==> config.mk <==
export PLATFORM = sky130hd
export DESIGN_NAME = gumnut_data_responder
export DESIGN_NICKNAME = d
export VERILOG_FILES = /design/src/rtl/gumnut_bus_pkg.sv /design/src/rtl/gumnut_dmem_array.sv /design/src/rtl/gumnut_data_responder.sv
export SDC_FILE = /design/constraint.sdc
export NUM_CORES = 2
export LEC_CHECK = 0
export CAP_MARGIN = 5
export CELL_PAD_IN_SITES_DETAIL_PLACEMENT = 0
export CELL_PAD_IN_SITES_GLOBAL_PLACEMENT = 2
export CORE_UTILIZATION = 30
export DETAILED_ROUTE_END_ITERATION = 16
export GPL_ROUTABILITY_DRIVEN = 0
export PLACE_DENSITY = 0.52
export SKIP_CTS_REPAIR_TIMING = 1
export SYNTH_ARGS = -nofsm -noshare
export SYNTH_HDL_FRONTEND = slang
export SYNTH_SLANG_ARGS = --single-unit
==> constraint.sdc <==
create_clock -name clk -period 7 [get_ports clk]
set_input_delay 1.05 -clock clk [delete_from_list [all_inputs] [get_ports clk]]
set_output_delay 1.05 -clock clk [all_outputs]
set_load 0.02 [all_outputs]
==> src/rtl/gumnut_bus_pkg.sv <==
// Shared Gumnut data-bus definitions: bus widths and the responder state type.
// Also used by the control unit for its bus port widths.
package gumnut_bus_pkg;

    localparam int unsigned GUMNUT_ADR_W = 8;
    localparam int unsigned GUMNUT_DAT_W = 8;

    typedef enum logic [1:0] {
        IDLE,
        WAIT,
        ACK
    } resp_state_t;

    // Wait-state counter width; never narrower than one bit.
    function automatic int unsigned resp_cnt_width(input int unsigned wait_states);
        int unsigned w;
        w = $clog2(wait_states + 1);
        return (w < 1) ? 1 : w;
    endfunction

endpackage

==> src/rtl/gumnut_dmem_array.sv <==
// Single-port DEPTHx8 synchronous data RAM with a registered, enable-gated read port.
// The array itself is not reset; only the read register is.
module gumnut_dmem_array
    import gumnut_bus_pkg::*;
#(
    parameter int unsigned DEPTH = 256,
    localparam int unsigned AW = $clog2(DEPTH)
) (
    input  logic                    clk,
    input  logic                    rst,
    input  logic                    we_i,
    input  logic                    re_i,
    input  logic [AW-1:0]           adr_i,
    input  logic [GUMNUT_DAT_W-1:0] wdat_i,
    output logic [GUMNUT_DAT_W-1:0] rdat_o
);

    logic [GUMNUT_DAT_W-1:0] mem_q [DEPTH];
    logic [GUMNUT_DAT_W-1:0] rdat_q;
    logic [GUMNUT_DAT_W-1:0] rdat_d;

    always_ff @(posedge clk) begin
        if (we_i) begin
            mem_q[adr_i] <= wdat_i;
        end
    end

    // Read register holds its value until the next enabled read.
    always_comb begin
        rdat_d = rdat_q;
        if (re_i) begin
            rdat_d = mem_q[adr_i];
        end
    end

    always_ff @(posedge clk or posedge rst) begin
        if (rst) begin
            rdat_q <= '0;
        end else begin
            rdat_q <= rdat_d;
        end
    end

    assign rdat_o = rdat_q;

endmodule

==> src/rtl/gumnut_data_responder.sv <==
// Wishbone-classic responder for the Gumnut data bus with programmable wait states.
// Optional bounds checking via GUMNUT_DATA_RESP_BOUNDS_EN (data_err_o instead of ack).
module gumnut_data_responder
    import gumnut_bus_pkg::*;
#(
    parameter int unsigned WAIT_STATES = 1,
    parameter int unsigned DEPTH       = 256
) (
    input  logic                    clk,
    input  logic                    rst,
    input  logic                    data_cyc_i,
    input  logic                    data_stb_i,
    input  logic                    data_we_i,
    input  logic [GUMNUT_ADR_W-1:0] data_adr_i,
    input  logic [GUMNUT_DAT_W-1:0] data_dat_i,
    output logic [GUMNUT_DAT_W-1:0] data_dat_o,
    output logic                    data_ack_o,
    output logic                    data_err_o
);

    localparam int unsigned CntW = resp_cnt_width(WAIT_STATES);
    localparam int unsigned AW   = $clog2(DEPTH);

    resp_state_t             state_q, state_d;
    logic [CntW-1:0]         cnt_q, cnt_d;
    logic [GUMNUT_ADR_W-1:0] adr_q, adr_d;
    logic                    we_q, we_d;
    logic [GUMNUT_DAT_W-1:0] dat_q, dat_d;
    logic                    ack_q, ack_d;
    logic                    enter_ack;
    logic                    oob;
    logic                    mem_we;
    logic                    mem_re;

    always_comb begin
        state_d = state_q;
        cnt_d   = cnt_q;
        adr_d   = adr_q;
        we_d    = we_q;
        dat_d   = dat_q;
        unique case (state_q)
            IDLE: begin
                if (data_cyc_i && data_stb_i) begin
                    adr_d   = data_adr_i;
                    we_d    = data_we_i;
                    dat_d   = data_dat_i;
                    cnt_d   = CntW'(WAIT_STATES);
                    state_d = (WAIT_STATES > 0) ? WAIT : ACK;
                end
            end
            WAIT: begin
                if (!data_cyc_i) begin
                    state_d = IDLE;
                    cnt_d   = '0;
                end else begin
                    cnt_d = (cnt_q != '0) ? cnt_q - CntW'(1) : '0;
                    if (cnt_q <= CntW'(1)) begin
                        state_d = ACK;
                    end
                end
            end
            ACK: begin
                state_d = IDLE;
            end
            default: begin
                state_d = IDLE;
            end
        endcase
    end

    // In IDLE with zero wait states the request goes straight to ACK, so the memory
    // must see the incoming fields; adr_d/we_d/dat_d already select them in that case.
    assign enter_ack = (state_d == ACK);

`ifdef GUMNUT_DATA_RESP_BOUNDS_EN
    logic err_q, err_d;

    assign oob   = ({1'b0, adr_d} >= (GUMNUT_ADR_W + 1)'(DEPTH));
    assign err_d = enter_ack & oob;

    always_ff @(posedge clk or posedge rst) begin
        if (rst) begin
            err_q <= 1'b0;
        end else begin
            err_q <= err_d;
        end
    end

    assign data_err_o = err_q;
`else
    assign oob        = 1'b0;
    assign data_err_o = 1'b0;
`endif

    assign ack_d  = enter_ack & ~oob;
    assign mem_we = enter_ack & we_d & ~oob;
    assign mem_re = enter_ack & ~we_d & ~oob;

    always_ff @(posedge clk or posedge rst) begin
        if (rst) begin
            state_q <= IDLE;
            cnt_q   <= '0;
            adr_q   <= '0;
            we_q    <= 1'b0;
            dat_q   <= '0;
            ack_q   <= 1'b0;
        end else begin
            state_q <= state_d;
            cnt_q   <= cnt_d;
            adr_q   <= adr_d;
            we_q    <= we_d;
            dat_q   <= dat_d;
            ack_q   <= ack_d;
        end
    end

    assign data_ack_o = ack_q;

    gumnut_dmem_array #(
        .DEPTH (DEPTH)
    ) u_dmem (
        .clk    (clk),
        .rst    (rst),
        .we_i   (mem_we),
        .re_i   (mem_re),
        .adr_i  (adr_d[AW-1:0]),
        .wdat_i (dat_d),
        .rdat_o (data_dat_o)
    );

endmodule

==> out/summary.log <==
[worst_setup_path] Required @ worst endpoint 7810 ps
[pwr] share of total power consumed by net switching 29.6%
[global_route] number of antenna violations at the first check in global routing 22
[timing] worst hold slack 587 ps
[global_route] via count of the first global-routing pass 49560
[synth] Synth Instances 5639
[cells_and_area] nets 5822
[drt] via/cell ratio 5.30
[synth] prevailing post-synth register cell sky130_fd_sc_hd__edfxtp_1
[clock_tree] Root Buffer sky130_fd_sc_hd__clkbuf_16
[clock_tree] total clock sinks 2076
[synth] number of flops mapped to enable cells by yosys 2048
[clock_tree] Clock H-tree levels 4
[synth] proportion of register bits with asynchronous set or reset after synthesis 1.35%
[global_route] final global-route overflow total 0
[pwr] Sequential Power Share 45.4%
[timing] Setup TNS Final 0 ps
[global_route] maximum number of pins on one net before global-route repair 165
[global_route] total global-route track usage 22.9%
[drt] Post-DRT Antenna Nets 0
[synth] number of nets produced by synthesis 5660
[synth] area of the mapped netlist 81800 um2
[drt] DRC 0
[worst_setup_path] family with the most delay on the worst path simple AND/OR/NAND/NOR gates
[synth] count of distinct cell types in the synthesized netlist 65
[pwr] part of the power in combinational logic 16.9%
[synth] number of register bits inferred by synthesis 2076
[timing] final critical-path required period 5480 ps
[worst_setup_path] combined buffer and inverter count along the critical path 4
[timing] final setup violating endpoints 0
[synth] sequential cell area fraction in the yosys report 76.0%
[cells_and_area] leading cell types in the layout, fill and taps excluded sky130_fd_sc_hd__edfxtp_1, sky130_fd_sc_hd__nand2_1, sky130_fd_sc_hd__nand3_1
[pwr] clock network fraction of total power 37.7%
[pwr] internal power 0.0222 W
[drt] iteration count of the initial detailed-routing pass 5
[synth] post-synthesis area per instance 14.5 um2
[floorplanning] die height 524 um
[floorplanning] Floorplan Core Area 271000 um2
[drt] Detailed Route Iter0 Violations 5224
[timing] f_max 183 MHz
[cells_and_area] layout cells sized above 1 12.0%
[worst_setup_path] start point of the critical path data_cyc_i
[timing] Hold Fails Final Rpt 0
[global_route] wire length of the first global-routing pass 434 mm
[timing] RSZ-0062 raised after global routing false
[pwr] total power density per cell area 333 nW/um2
[pwr] P_sw 0.00932 W
[cells_and_area] number of fillers in the final layout 26305
[run] Maximum Capacitance Violations 0
[synth] dominant combinational cell family by area after synthesis simple AND/OR/NAND/NOR gates
[worst_setup_path] CP max FO 40
[worst_setup_path] most used cell along the critical path sky130_fd_sc_hd__buf_12
[worst_setup_path] endpoint kind of the worst setup timing path flop
[floorplanning] floorplan die area 275000 um2
[synth] adder and majority gate portion of the synthesized area 0%
[timing] Max-Slew Margin vs Limit 7.90%
[hold_path] Min-Delay Path Class flop to flop
[worst_setup_path] startpoint of the most critical register-to-register path state_q[0]
[clock_tree] number of buffers created by CTS 236
[synth] multiplexer share of the synthesized area 4.44%
[drt] count of vias placed by the detailed router 50740
[outcome] outcome finished clean
[cells_and_area] most common cell after layout, fill and taps aside sky130_fd_sc_hd__edfxtp_1
[hold_path] critical hold path startpoint we_q
[worst_setup_path] Slowest-stage cell, CP sky130_fd_sc_hd__nor4_1
[floorplanning] horizontal die dimension 524 um
[floorplanning] initial standard-cell utilization of the core 30.2%
[worst_setup_path] Crit path largest cell delay 910 ps
[clock_tree] worst-case clock buffer depth 4
[clock_tree] insertion delay of the later-clocked pin in the worst-skew pair 950 ps
[timing] measured slew at the worst slew-check pin 1380 ps
[floorplanning] count of boundary I/O pins 31
[synth] area fraction in compound gates after synthesis 4.89%
[synth] xor-xnor portion of the synthesized cell area 0%
[cells_and_area] area growth from synthesis to final layout 15.8%
[placed_design] total half-perimeter wirelength after legalization and detailed placement 197 mm
[timing] Fin Clk Skew 70.7 ps
[floorplanning] placement row count 191
[worst_setup_path] Setup CP Type primary input to flop
[pwr] Peak VDD IR 0.196 mV
[timing] Slew Limit Fails 0
[synth] Post-Synth Simple-Gate Area 12.4%
[pwr] LEAKAGE 30.5 nW
[placed_design] I/O Buffers 29
[worst_setup_path] Setup crit start kind primary input
[clock_tree] clock tree from TritonCTS built
[clock_tree] clock transition at the registers of the reported paths 60 ps
[worst_setup_path] list of cells traversed by the critical path clkdlybuf4s50_1 > nand4bb_4 > mux2i_4 > inv_8 > nor2_4 > buf_12 > buf_12 > nand3_1 > nand4_1 > nand2_1 > nor4_1 > o211ai_1 > o32a_1
[worst_setup_path] Crit path arrival time 6280 ps
[timing] post-route clock period utilization 78.2%
[drt] total wirelength of the detailed-routed design 318 mm
[drt] average routed wire per standard cell 33.2 um
[synth] number of synthesis warnings 0
==> worst paths after layout <==
check                                         to  slack, ps  cells after the start
max in group asynchronous             data_ack_o       5840                      3
worst max-delay path            u_dmem.rdat_o[6]       1520                     13
worst min register to register              we_q        590                      2
min in group asynchronous               dat_q[2]        660                      3
worst min-delay path                        we_q        590                      2
worst max register to register  u_dmem.rdat_o[6]       1600                     12
==> cells by family (layout without fill, tap and decap cells) <==
kind of cell           Yosys count  in the layout
other                            1             11
buffers and inverters          378            726
muxes                          244            244
and+or+nand+nor               2373           2373
DFF                           2076           2076
AOI/OAI and AO/OA              567            567
==> cells in the mapped netlist (all sizes together) (15+ instances only) <==
| master | number | area [um2] |
|---|---|---|
| nor3 | 26 | 130 |
| a31oi | 127 | 795 |
| o21ai | 37 | 189 |
| clkbuf | 116 | 435 |
| mux2i | 147 | 1510 |
| a21oi | 116 | 581 |
| nand3 | 420 | 2100 |
| nand2 | 1362 | 5120 |
| nor2 | 335 | 1280 |
| a311oi | 20 | 175 |
| dfrtp | 28 | 701 |
| a32oi | 116 | 1020 |
| nand4 | 149 | 932 |
| edfxtp | 2048 | 61500 |
| mux4 | 92 | 2070 |
| nor3b | 15 | 113 |
| and3 | 15 | 93.8 |
| buf | 248 | 1350 |
| a221oi | 36 | 315 |
| a22oi | 32 | 240 |
==> worst register-to-register path, stage by stage (launching register included) <==
cell and delay [ps]:
sky130_fd_sc_hd__dfrtp_1 430, sky130_fd_sc_hd__nand4bb_4 520, sky130_fd_sc_hd__mux2i_4 740, sky130_fd_sc_hd__inv_8 340
sky130_fd_sc_hd__nor2_4 290, sky130_fd_sc_hd__buf_12 330, sky130_fd_sc_hd__buf_12 450, sky130_fd_sc_hd__nand3_1 180
sky130_fd_sc_hd__nand4_1 310, sky130_fd_sc_hd__nand2_1 180, sky130_fd_sc_hd__nor4_1 910, sky130_fd_sc_hd__o211ai_1 200
sky130_fd_sc_hd__o32a_1 400
==> layer usage <==
layer  up-vias  share of wire [%]  global-route usage [%]
met3       416                5.2                    3.39
met2      1496                 47                    37.3
li1      21752                  -                       -
met5         -              0.025                       0
met4        12                3.1                    6.98
met1     27064                 44                    31.4
==> state kept, by name (all words and copies together) (netlist names) <==
signal,flops
state_q,2
dat_q,8
we_q,1
u_dmem.rdat_o,8
u_dmem.mem_q,2048
data_ack_o,1
adr_q,8
==> power groups by stage <==
stage | Clock (W) | Sequential [W] | Combinational, W
2_1_floorplan | 0 | 0.0147 | 0.00265
3_3_place_gp | 0 | 0.0146 | 0.00538
3_5_place_dp | 0 | 0.0146 | 0.00538
4_1_cts | 0.0121 | 0.0143 | 0.00539
5_1_grt | 0.0125 | 0.0143 | 0.00558
6_report | 0.0119 | 0.0143 | 0.00532
==> layout make-up <==
cell class	instances	area, um2	share of cell area [%]
Timing Repair Buffer	288	2740	2.89
Inverter	14	77.6	0.0819
Clock inverter	116	928	0.980
Sequential cell	2076	62200	65.7
Multi-Input combinational cell	3185	18000	19.0
Clock buffer	308	6270	6.62
Antenna cell	10	25.0	0.0264
Tap cell	3570	4470	4.72
==> through the flow <==
| step | total power, W | instance area, um2 | worst slack [ps] | cells | utilization (%) |
|---|---|---|---|---|---|
| final | 0.0315 | 94700 | 1520 | 9567 | 35.0 |
| after global routing | 0.0324 | 94700 | 1510 | 9558 | 34.9 |
| after CTS | 0.0318 | 94700 | 1650 | 9556 | 34.9 |
| after detailed placement | 0.0199 | 87500 | 707 | 9132 | 32.3 |
| after global placement | 0.0199 | 87500 | 689 | 9130 | 32.3 |
| after floorplan | 0.0173 | 81800 | 675 | 5639 | - |
(Power assumes the default switching activity.)
